$ cat config.mk
export PLATFORM = sky130hd
export DESIGN_NAME = load_use_scoreboard
export DESIGN_NICKNAME = d
export VERILOG_FILES = /design/src/rtl/load_use_scoreboard.sv
export SDC_FILE = /design/constraint.sdc
export NUM_CORES = 1
export LEC_CHECK = 0
export ABC_AREA = 0
export BUFFER_PORTS_ARGS = -buffer_cell sky130_fd_sc_hd__buf_2
export CAP_MARGIN = 0
export CORE_MARGIN = 2
export CORE_UTILIZATION = 63
export CTS_CLUSTER_DIAMETER = 100
export DETAILED_ROUTE_END_ITERATION = 8
export PLACE_DENSITY = 0.82
export SYNTH_ARGS = -nofsm -noshare
export SYNTH_HDL_FRONTEND = slang
export SYNTH_SLANG_ARGS = --single-unit
$ cat constraint.sdc
create_clock -name clk -period 8.55 [get_ports clk]
set_input_delay 0.855 -clock clk [delete_from_list [all_inputs] [get_ports clk]]
set_output_delay 0.855 -clock clk [all_outputs]
set_load 0.005 [all_outputs]
$ cat src/rtl/load_use_scoreboard.sv
// load_use_scoreboard: per-register load countdown scoreboard that stalls ID bundles reading in-flight load results
module load_use_scoreboard #(
   parameter int ISSUE_W = 2,
   parameter int LOAD_LAT = 2,
   parameter int CNT_W = 32
) (
   input  logic                 clk,
   input  logic                 rst,
   input  logic [ISSUE_W-1:0]   id_valid,
   input  logic [5*ISSUE_W-1:0] id_rs,
   input  logic [5*ISSUE_W-1:0] id_rt,
   input  logic                 issue_fire,
   input  logic [ISSUE_W-1:0]   issue_ld,
   input  logic [5*ISSUE_W-1:0] issue_dst,
   input  logic                 pipe_hold,
   input  logic                 flush,
   output logic                 stall_o,
   output logic                 busy_o,
   output logic [CNT_W-1:0]     stall_cnt_o
);
   localparam int CW = $clog2(LOAD_LAT + 1);
   logic [CW-1:0] cnt [32];
   logic [CW-1:0] cnt_nxt [32];
   // next countdown: flush clears, hold freezes, else decrement then apply new loads
   always_comb begin
      for (int r = 0; r < 32; r++) begin
         cnt_nxt[r] = cnt[r];
         if (!pipe_hold) cnt_nxt[r] = (cnt[r] != '0) ? cnt[r] - CW'(1) : '0;
      end
      if (!pipe_hold && issue_fire)
         for (int s = 0; s < ISSUE_W; s++)
            if (issue_ld[s] && issue_dst[5*s+:5] != 5'd0) cnt_nxt[issue_dst[5*s+:5]] = CW'(LOAD_LAT);
      if (flush)
         for (int r = 0; r < 32; r++) cnt_nxt[r] = '0;
      cnt_nxt[0] = '0;
   end
   // scoreboard state, discarded immediately on reset
   always_ff @(posedge clk or posedge rst) begin
      if (rst)
         for (int r = 0; r < 32; r++) cnt[r] <= '0;
      else
         for (int r = 0; r < 32; r++) cnt[r] <= cnt_nxt[r];
   end
   // any register still counting down
   always_comb begin
      busy_o = 1'b0;
      for (int r = 0; r < 32; r++) busy_o = busy_o | (cnt[r] != '0);
   end
   // any valid slot whose nonzero source is still counting down
   always_comb begin
      stall_o = 1'b0;
      for (int s = 0; s < ISSUE_W; s++)
         stall_o = stall_o | (id_valid[s] &
                   ((id_rs[5*s+:5] != 5'd0 && cnt[id_rs[5*s+:5]] != '0) ||
                    (id_rt[5*s+:5] != 5'd0 && cnt[id_rt[5*s+:5]] != '0)));
   end
   // saturating count of cycles actually lost to a stall
   always_ff @(posedge clk or posedge rst) begin
      if (rst) stall_cnt_o <= '0;
      else if (stall_o && !pipe_hold && !flush && !(&stall_cnt_o)) stall_cnt_o <= stall_cnt_o + CNT_W'(1);
   end
endmodule

### Yosys cells after proc, flatten, opt, wreduce, memory -nomap -nowiden

Index checks and enable logic that the tools add are counted.

| storage, ports and cells | value |
|---|---|
| bits of input ports | 39 |
| logic and storage cells | 259 |
| output and inout bits | 34 |
| flip-flop bits (word level) | 94 |

| operators by class | value |
|---|---|
| reduce and logical (&&, ||, !) cells | 59 |
| multiplexer cells | 83 |
| $lt $le $gt $ge | 8 |
| add/sub/neg operators | 32 |
| bitwise gates (word level) | 45 |

Operators by type and width:

| operator | count |
|---|---|
| $mux W62 | 5 |
| $mux W2 | 72 |
| $reduce_bool A2 Y1 | 35 |
| $and A31 B31 Y31 | 2 |
| $not A31 Y31 | 2 |
| $or A31 B31 Y31 | 2 |
| $sub A2 B1 Y2 const B | 31 |
| $bmux W2 S5 | 4 |
| $ge A6 B6 Y1 const B | 6 |
| $not A5 Y6 | 6 |
| $add A32 B1 Y32 const B | 1 |
| $reduce_and A32 Y1 | 1 |
| $or A1 B1 Y1 | 31 |
| $reduce_bool A5 Y1 | 6 |
| $demux W2 S5 | 2 |
| $logic_and A1 B1 Y1 | 12 |
| $lt A6 B1 Y1 const B | 2 |
| $logic_not A1 Y1 | 3 |
| $and A1 B1 Y1 | 2 |
| $logic_or A1 B1 Y1 | 2 |

### Longest topological paths before layout

Gate-level depths: netlist of the first run.

| logic depth | value |
|---|---|
| word-level depth | 31 |
| depth in mapped cells | 12 |
| mapped depth without buffers | 10 |

### Least setup slack after synthesis of the first run

OpenSTA, ideal clock, no wires.

| timing path | value |
|---|---|
| path type | input to output |
| from | input id_rs[5] |
| to | output stall_o |
| arrival | 2.430 ns |
| path slack | 5.265 ns |
| required time | 7.695 ns |
| buffers on the path | 1 |
| stages | 7 |
| path through | buf_4 inv_2 mux4_2 mux4_2 nand2b_1 nand3_1 a22o_1 |

| between the ends | value |
|---|---|
| cells in the longest elaborated chain, start to end | 9 |
| elaborated cells between the ends (all ways) | 10 |
| classes of those cells | 3 x mux; 3 x bitwise; 4 x reduce/logical |

Ends and longest elaborated chain:

| element | line | RTL |
|---|---|---|
| start, declared | 10 | `input logic [5*ISSUE_W-1:0] id_rs,` |
| $not A5 Y6 (implied by the code) | 54 | `((id_rs[5*s+:5] != 5'd0 && cnt[id_rs[5*s+:5]] != '0) \|\|` |
| $bmux W2 S5 | 54 |  |
| $mux W2 (implied by the code) (2 in a row) | 54 |  |
| $reduce_bool A2 Y1 | 54 |  |
| $logic_and A1 B1 Y1 * | 54 |  |
| $logic_or A1 B1 Y1 * | 54 |  |
| $and A1 B1 Y1 * | 53 | `stall_o = stall_o \| (id_valid[s] &` |
| $or A1 B1 Y1 * | 53 |  |
| end, declared | 17 | `output logic stall_o,` |

Mark *: on every way between the ends. The rest lies on a longest branch, timed or not. The select of a mux whose other input is x is not followed.

### Final worst setup path of the first run

| timing path | value |
|---|---|
| from | input id_rt[0] |
| to | output stall_o |

| between the ends | value |
|---|---|
| cells in the longest elaborated chain, start to end | 9 |
| elaborated cells between the ends (all ways) | 10 |
| classes of those cells | 3 x mux; 3 x bitwise; 4 x reduce/logical |

Ends and longest elaborated chain:

| element | line | RTL |
|---|---|---|
| start, declared | 11 | `input logic [5*ISSUE_W-1:0] id_rt,` |
| $not A5 Y6 (implied by the code) | 55 | `(id_rt[5*s+:5] != 5'd0 && cnt[id_rt[5*s+:5]] != '0)));` |
| $bmux W2 S5 | 55 |  |
| $mux W2 (implied by the code) (2 in a row) | 55 |  |
| $reduce_bool A2 Y1 | 55 |  |
| $logic_and A1 B1 Y1 * | 55 |  |
| $logic_or A1 B1 Y1 * | 54 |  |
| $and A1 B1 Y1 * | 53 |  |
| $or A1 B1 Y1 * | 53 |  |

Marked as above.

==> results.md, run 1 <==
* Run status: finished clean
* Routability cong. at a little over 1
* Final total power at 0.000927 W
* DR pass1 iterations at 7
* Cell mode on critical path: buf_2
* Reg2Reg Setup Slack at 5.09 ns
* Post-synthesis sequential area ratio at 39.7%
* Die height at 101 µm
* Final hold violations at 0
* Met2 Use GR at 55.4%
* # resized after CTS at 0
* Num ports at 73
* Post-DP HPWL at between 10000 and 15000 µm
* Netlist cell types at between 50 and 60
* Worst R2R End: stall_cnt_o[1]
* Die area at 10200 µm²
* Mapped Area at between 5000 and 6000 µm²
* Worst hold path type: register to register
* Met1 GRT Util at between 40% and 50%
* Final worst slack at roughly 5.0 ns
* WP buf/inv at 3
* Synth-to-layout area growth at 9.64%
* Slew margin rel. at 28.7%
* Pre-CTS setup slack at 4.86 ns
* Post-synth EDFFs at 0
* Starting density of the core at 64.4%
* Largest net degree at the start of global routing at 86
* Max IR drop VDD at ~0.072 mV
* Tmin final at approximately 3.6 ns
* Flops & latches, synth at 94
* Largest family of logic cells by synthesized area: simple AND/OR/NAND/NOR gates
* Cts hold-fix bufs at 0
* Setup crit end kind: primary output
* Synth area leader: dfrtp_1
* Post-route insts no fill at between 800 and 900
* Post-synthesis adder-cell area fraction at 0.211%
* CTS tree: built
* Post-synthesis mux area share at 8.52%
* Total number of vias at 5682
* Layout cell share with drive strength beyond 1 at a little under a fifth
* Die Width at approximately 100 µm
* Post-Synthesis Net Count at a little over 700
* Simple-gate share of the synthesized area at a little under a quarter
* Ranking of synthesized cells by area: dfrtp_1 (40%), mux4_2 (8.0%), nand2_1 (6.6%), xor2_1 (4.9%), nor2_1 (4.6%)
* Max Clock Skew at 0.0109 ns
* Filler cell count in the final layout at 713
* Top FF cell, synth: dfrtp_1
* Clock sink total at 94
* Cell leakage power at ~2.7 nW
* Critical Path Start Type: input pin
* Fraction of registers with async set or reset after synthesis at between 90% and 100%
* Final wirelength at between 15000 and 20000 µm
* Least-Margin Pin Slew at 1.07 ns
* XOR/XNOR Fraction of Synth Area at 6.19%
* Root Buffer: clkbuf_8
* Largest stage delay on the critical path at about 0.51 ns
* Port Buf Inserts at a little over 70
* Cells after DPL at 820
* ANT nets after route at 0
* Critical path's slowest cell: mux4_2
* Worst path required time at 7.70 ns
* Most frequent cells after synthesis: nand2_1 (104), dfrtp_1 (94), nor2_1 (73)
* Synth warn at 0
* Number of vias per cell at between 6 and 7
* GRT overflow at 0
* Drt first-iter violations at roughly 550
* # rows at 35
* Fin nets at 760
* Final worst-path cycle share at a little over two fifths
* Final setup vio count at 0
* Area after DPL at 6310 µm²
* Setup_tns at 0 ns
* Post-synthesis compound-gate area fraction at around 20%
* Endpoint, Worst Hold: stall_cnt_o[19]
* First-pass GRT wire length at around 27000 µm
* H-tree levels at 3
* Worst path top cell family by delay: compound AO/OA/AOI/OAI gates
* Clock-pin slew on the worst setup and hold paths at around 0.09 ns
* Fmax at 0.279 GHz
* Initial antenna violation count at 0
* Yosys top cell area share at just under 40%
* Hold Path Depth at 1
* Post-CTS setup buffer count at 0
* Number of global-route vias before repair at about 5400
* Design Area, Final at around 6500 µm²
* Hold Path Origin: stall_cnt_o[19]
* Max clock buf depth at 2
* Cells after Synth at 669
* Crit-path cells: buf_2 > inv_2 > mux4_2 > or3b_1 > o2111a_1 > o221ai_2 > a22o_1 > buf_2
* Synth Area per Inst at roughly 9 µm²
* Max cap viols at 0
* Top-count cell post-synth: nand2_1
* GRT Util Overall at between 30 and 40%
* Ant diodes at 0
* Reg2reg path depth at 8
* WS Path Type: input pin to primary output
* Maximum fanout along the worst path at 7
* Busiest grt layer: met2
* Routed wire length per instance at between 20 and 25 µm
* Worst reg2reg path startpoint: cnt[32]
* Worst skew pair latency at around 0.38 ns
* Fin. max-slew vios at 0
* RSZ-0062 raised after global routing: false
* Met3 Use GR at 8.53%
* CP arrival at 2.73 ns
* CTS buffer count at 9
* DRC Markers at 0
* Power Density at around 140 nW/µm²
* Core Area at ~9000 µm²
## metrics by stage
step / hold WS [ns] / utilization, %
after floorplan: 0.477 / -
after detailed placement: 0.485 / 68.6
after global routing: 0.509 / 70.6
after global placement: 0.468 / 68.6
after CTS: 0.503 / 70.6
final: 0.500 / 70.6
## placed cells by master (no fill, tap or decap), drive strengths merged, types with 9 or more instances in the layout
cell | Yosys | layout
a21oi | 38 | 38
o21ai | 40 | 40
o22ai | 31 | 31
buf | 12 | 76
nor2 | 74 | 74
dfrtp | 94 | 94
nand3 | 17 | 17
a2111oi | 12 | 12
nand2 | 104 | 104
a221oi | 22 | 22
inv | 12 | 13
nand4 | 11 | 11
nor3 | 29 | 29
nand3b | 12 | 12
xor2 | 33 | 33
clkbuf | 24 | 10
mux4 | 21 | 21
and3 | 9 | 9
## cell type report
| class | instances | area [µm²] | area share [%] |
|---|---|---|---|
| sequential | 94 | 2350 | 36.2 |
| clock buffer | 10 | 138 | 2.12 |
| multi-input combinational | 527 | 3380 | 52.1 |
| inverter | 12 | 46.3 | 0.713 |
| timing repair buffer | 76 | 390 | 6.01 |
| clock inverter | 6 | 43.8 | 0.675 |
| tap | 111 | 139 | 2.14 |
## logic make-up after synthesis
group                      Yosys count
AOI/OAI and AO/OA                  174
xor gates and xnor gates            41
adders and majority gates            1
buffers and inverters               48
DFF                                 94
muxes                               24
and+or+nand+nor                    287
## registers in the layout, indices dropped and copies added (netlist names)
name and count:
cnt 62, stall_cnt_o 32
## worst max-delay path by stage
stage / cells after the start / start / end
2_1_floorplan: 1 / rst / cnt[0]
3_3_place_gp: 8 / id_rt[1] / stall_cnt_o[1]
3_5_place_dp: 8 / id_rt[1] / stall_cnt_o[1]
4_1_cts: 8 / id_rs[5] / stall_o
5_1_grt: 8 / cnt[32] / stall_cnt_o[1]
6_report: 8 / id_rt[0] / stall_o
## report_power, final
group          internal (W)  total [W]  switching, W  leakage [nW]
Clock              0.000115   0.000282      0.000167        0.0930
Combinational     0.0000612   0.000154     0.0000923          1.33
Sequential         0.000465   0.000492     0.0000263          1.27
## layer usage
layer / wire (µm) / share of wire (%)
met1: 6760 / 40
met2: 8040 / 48
met3: 1620 / 9.6
met4: 422 / 2.5
met5: 0 / 0
Note: power is estimated with default switching activity, not from simulation.
==> run 2, diff against run 1 <==
--- a/config.mk
+++ b/config.mk
@@ -9,10 +9,10 @@
 export BUFFER_PORTS_ARGS = -buffer_cell sky130_fd_sc_hd__buf_2
 export CAP_MARGIN = 0
 export CORE_MARGIN = 2
-export CORE_UTILIZATION = 63
+export CORE_UTILIZATION = 53
 export CTS_CLUSTER_DIAMETER = 100
 export DETAILED_ROUTE_END_ITERATION = 8
-export PLACE_DENSITY = 0.82
+export PLACE_DENSITY = 0.73
 export SYNTH_ARGS = -nofsm -noshare
 export SYNTH_HDL_FRONTEND = slang
 export SYNTH_SLANG_ARGS = --single-unit
==> constraint.sdc (replaced) <==
create_clock -name clk -period 3.1 [get_ports clk]
set_input_delay 0.31 -clock clk [delete_from_list [all_inputs] [get_ports clk]]
set_output_delay 0.31 -clock clk [all_outputs]
set_load 0.005 [all_outputs]
==> run 2 against run 1 <==
Combinational power increased to 2.8 times the previous value. Flip-flop and latch count stayed put. Final cell count rose by 4.7%. Critical path depth is the same. Sequential share of layout area fell by 1.1 points.
==> results.md, run 2 (synthesis gave the netlist of run 1 again) <==
* Total number of vias at 5714 (was 5682)
* Most common cell after layout, fill and taps aside: nand2_1 (unchanged)
* Design Area, Final at 6690 µm² (was 6490 µm²)
* Die area at 12000 µm² (was 10200 µm²)
* Largest net degree at the start of global routing at 85 (was 86)
* Routed wire length per instance at 19.8 µm (was 20.1 µm)
* CTS tree: built (unchanged)
* Fmax at ~0.34 GHz
* Clock sink total at 94 (unchanged)
* Crit. Startpoint: cnt[47] (was id_rt[0])
* Die height at 110 µm (was 101 µm)
* Max IR drop VDD at 0.294 mV (was 0.0716 mV)
* Final worst slack at 0.185 ns (was 4.97 ns)
* Slew margin rel. at 42.3% (was 28.7%)
* Port Buf Inserts at 72 (unchanged)
* Post-DP HPWL at 12500 µm (was 11900 µm)
* Number of global-route vias before repair at 5450 (was 5410)
* Core Area at 10900 µm² (was 9200 µm²)
* Setup_tns at 0 ns (unchanged)
* Area after DPL at 6430 µm² (was 6310 µm²)
* Crit path capture: stall_o (unchanged)
* Largest register FFs at 62 (unchanged)
* Worst hold path type: input pin to asynchronous set/reset pin (was register to register)
* Max cap viols at 0 (unchanged)
* WS Path Type: register to primary output (was input pin to primary output)
* Critical path's slowest cell: dfrtp_1 (was mux4_2)
* Critical Path Start Type: register (was input pin)
* Drt first-iter violations at 615 (was 546)
* Cell leakage power at 2.77 nW (was 2.69 nW)
* Final hold violations at 0 (unchanged)
* Clock-pin slew on the worst setup and hold paths at 0.10 ns (was 0.09 ns)
* DRC Markers at 0 (unchanged)
* Cells after DPL at 859 (was 820)
* Die Width at 110 µm (was 101 µm)
* CP arrival at 2.60 ns (was 2.73 ns)
* Worst skew pair latency at 0.38 ns (about the same)
* Tmin final at ~2.9 ns
* Routability cong. at 0.925 (was 1.04)
* Run status: finished clean (unchanged)
* Maximum fanout along the worst path at 4 (was 7)
* Final worst-path cycle share at between 90% and 100%
* Crit-path cells: nor2_1 > mux4_2 > mux2i_1 > o311a_1 > a41oi_1 > nand3_1 > a22o_1 > buf_2 (was buf_2 > inv_2 > mux4_2 > or3b_1 > o2111a_1 > o221ai_2 > a22o_1 > buf_2)
* Biggest regs: cnt (62), stall_cnt_o (32) (unchanged)
* CTS buffer count at 9 (unchanged)
* Least-Margin Pin Slew at 0.866 ns (was 1.07 ns)
* Synth-to-layout area growth at 13.0% (was 9.64%)
* DR pass1 iterations at 5 (was 7)
* Initial antenna violation count at 0 (unchanged)
* RSZ-0062 raised after global routing: false (unchanged)
* Biggest register: cnt (unchanged)
* Power Density at 422 nW/µm² (was 143 nW/µm²)
* Reg2reg path depth at 10 (was 8)
* Most frequent cells in the layout: nand2_1 (104), dfrtp_1 (94), nor2_1 (72), buf_2 (72), o21ai_0 (40) (was nand2_1 (104), dfrtp_1 (94), nor2_1 (73), buf_2 (72), o21ai_0 (40))
* Starting density of the core at 54.4% (was 64.4%)
* Num ports at 73 (unchanged)
* Number of vias per cell at 6.53 (was 6.80)
* H-tree levels at 3 (unchanged)
* Largest stage delay on the critical path at 0.42 ns (was 0.51 ns)
* Fin nets at 770 (was 760)
* ANT nets after route at 0 (unchanged)
* Setup crit end kind: primary output (unchanged)
* Worst path required time at 2.79 ns (was 7.70 ns)
* Max Clock Skew at 0.0143 ns (was 0.0109 ns)
* Post-route insts no fill at 875 (was 836)
* GRT Util Overall at 30.1% (was 34.6%)
* First-pass GRT wire length at 27600 µm (was 27500 µm)
* Max clock buf depth at 2 (unchanged)
* Reg2Reg Setup Slack at 0.31 ns (was 5.09 ns)
* Worst R2R End: stall_cnt_o[29] (was stall_cnt_o[1])
* Worst reg2reg path startpoint: cnt[8] (was cnt[32])
* Root Buffer: clkbuf_8 (unchanged)
* # rows at 38 (was 35)
* Final setup vio count at 0 (unchanged)
* Pre-CTS setup slack at 0.201 ns (was 4.86 ns)
* Cts hold-fix bufs at 0 (unchanged)
* Ant diodes at 0 (unchanged)
* GRT overflow at 0 (unchanged)
* Final wirelength at 17300 µm (was 16800 µm)
* Fin. max-slew vios at 0 (unchanged)
* Layout cell share with drive strength beyond 1 at 19.3% (was 18.1%)
## run 2: cell types whose count changed in the layout (fill, tap and decap cells not counted)
cell       delta
clkinv_4      -1
bufinv_16     +3
buf_4         +9
clkinv_2      -2
nor2_2        +1
nor2_1        -1
buf_12        +1
## run 2: final cells by class
class / count / area, µm²
fill: 956 / 4200
multi-input combinational: 527 / 3380
sequential: 94 / 2350
timing repair buffer: 86 / 478
tap: 140 / 175
clock buffer: 10 / 138
clock inverter: 6 / 115
inverter: 12 / 46.3
## run 2: critical path, delay by kind of cell (launching register included)
family	cells	cell delay [ns]
AO/OA/AOI/OAI	3	0.91
buffers and inverters	1	0.14
flip-flops	1	0.42
multiplexers	2	0.36
AND/OR/NAND/NOR	2	0.40
## run 2: timing repair
item	4_1_cts	5_1_grt
setup endpoints to repair	0	1
setup buffers	0	0
gates resized for setup	0	1
hold endpoints to repair	0	0
## run 2: how the worst min path moves through the flow
stage	slack (ns)	from	to	cells past startpoint
floorplan	0.48	stall_cnt_o[31]	stall_cnt_o[31]	1
global route	0.07	rst	stall_cnt_o[17]	2
finish	0.02	rst	stall_cnt_o[18]	2
CTS	0.04	rst	stall_cnt_o[25]	2
detailed placement	0.45	rst	stall_cnt_o[18]	2
global placement	0.44	rst	cnt[60]	2
## run 2: where the power goes
group / switching, W / internal, W / leakage (nW)
Clock: 0.000464 / 0.000564 / 0.124
Combinational: 0.000261 / 0.000175 / 1.38
Sequential: 0.0000751 / 0.00128 / 1.27
## run 2: per-layer routing
layer	global-route usage (%)	share of wire, %
met1	40.7	42
met2	48.2	48
met3	5.22	8.1
met4	12.0	2.6
met5	0	0
## run 2: metrics by stage
step / hold WS (ns) / total power (W) / util, %
2_1_floorplan: 0.477 / 0.00162 / -
3_3_place_gp: 0.442 / 0.00180 / 59.1
3_5_place_dp: 0.449 / 0.00182 / 59.1
4_1_cts: 0.0362 / 0.00284 / 61.4
5_1_grt: 0.0736 / 0.00294 / 61.4
6_report: 0.0198 / 0.00282 / 61.4
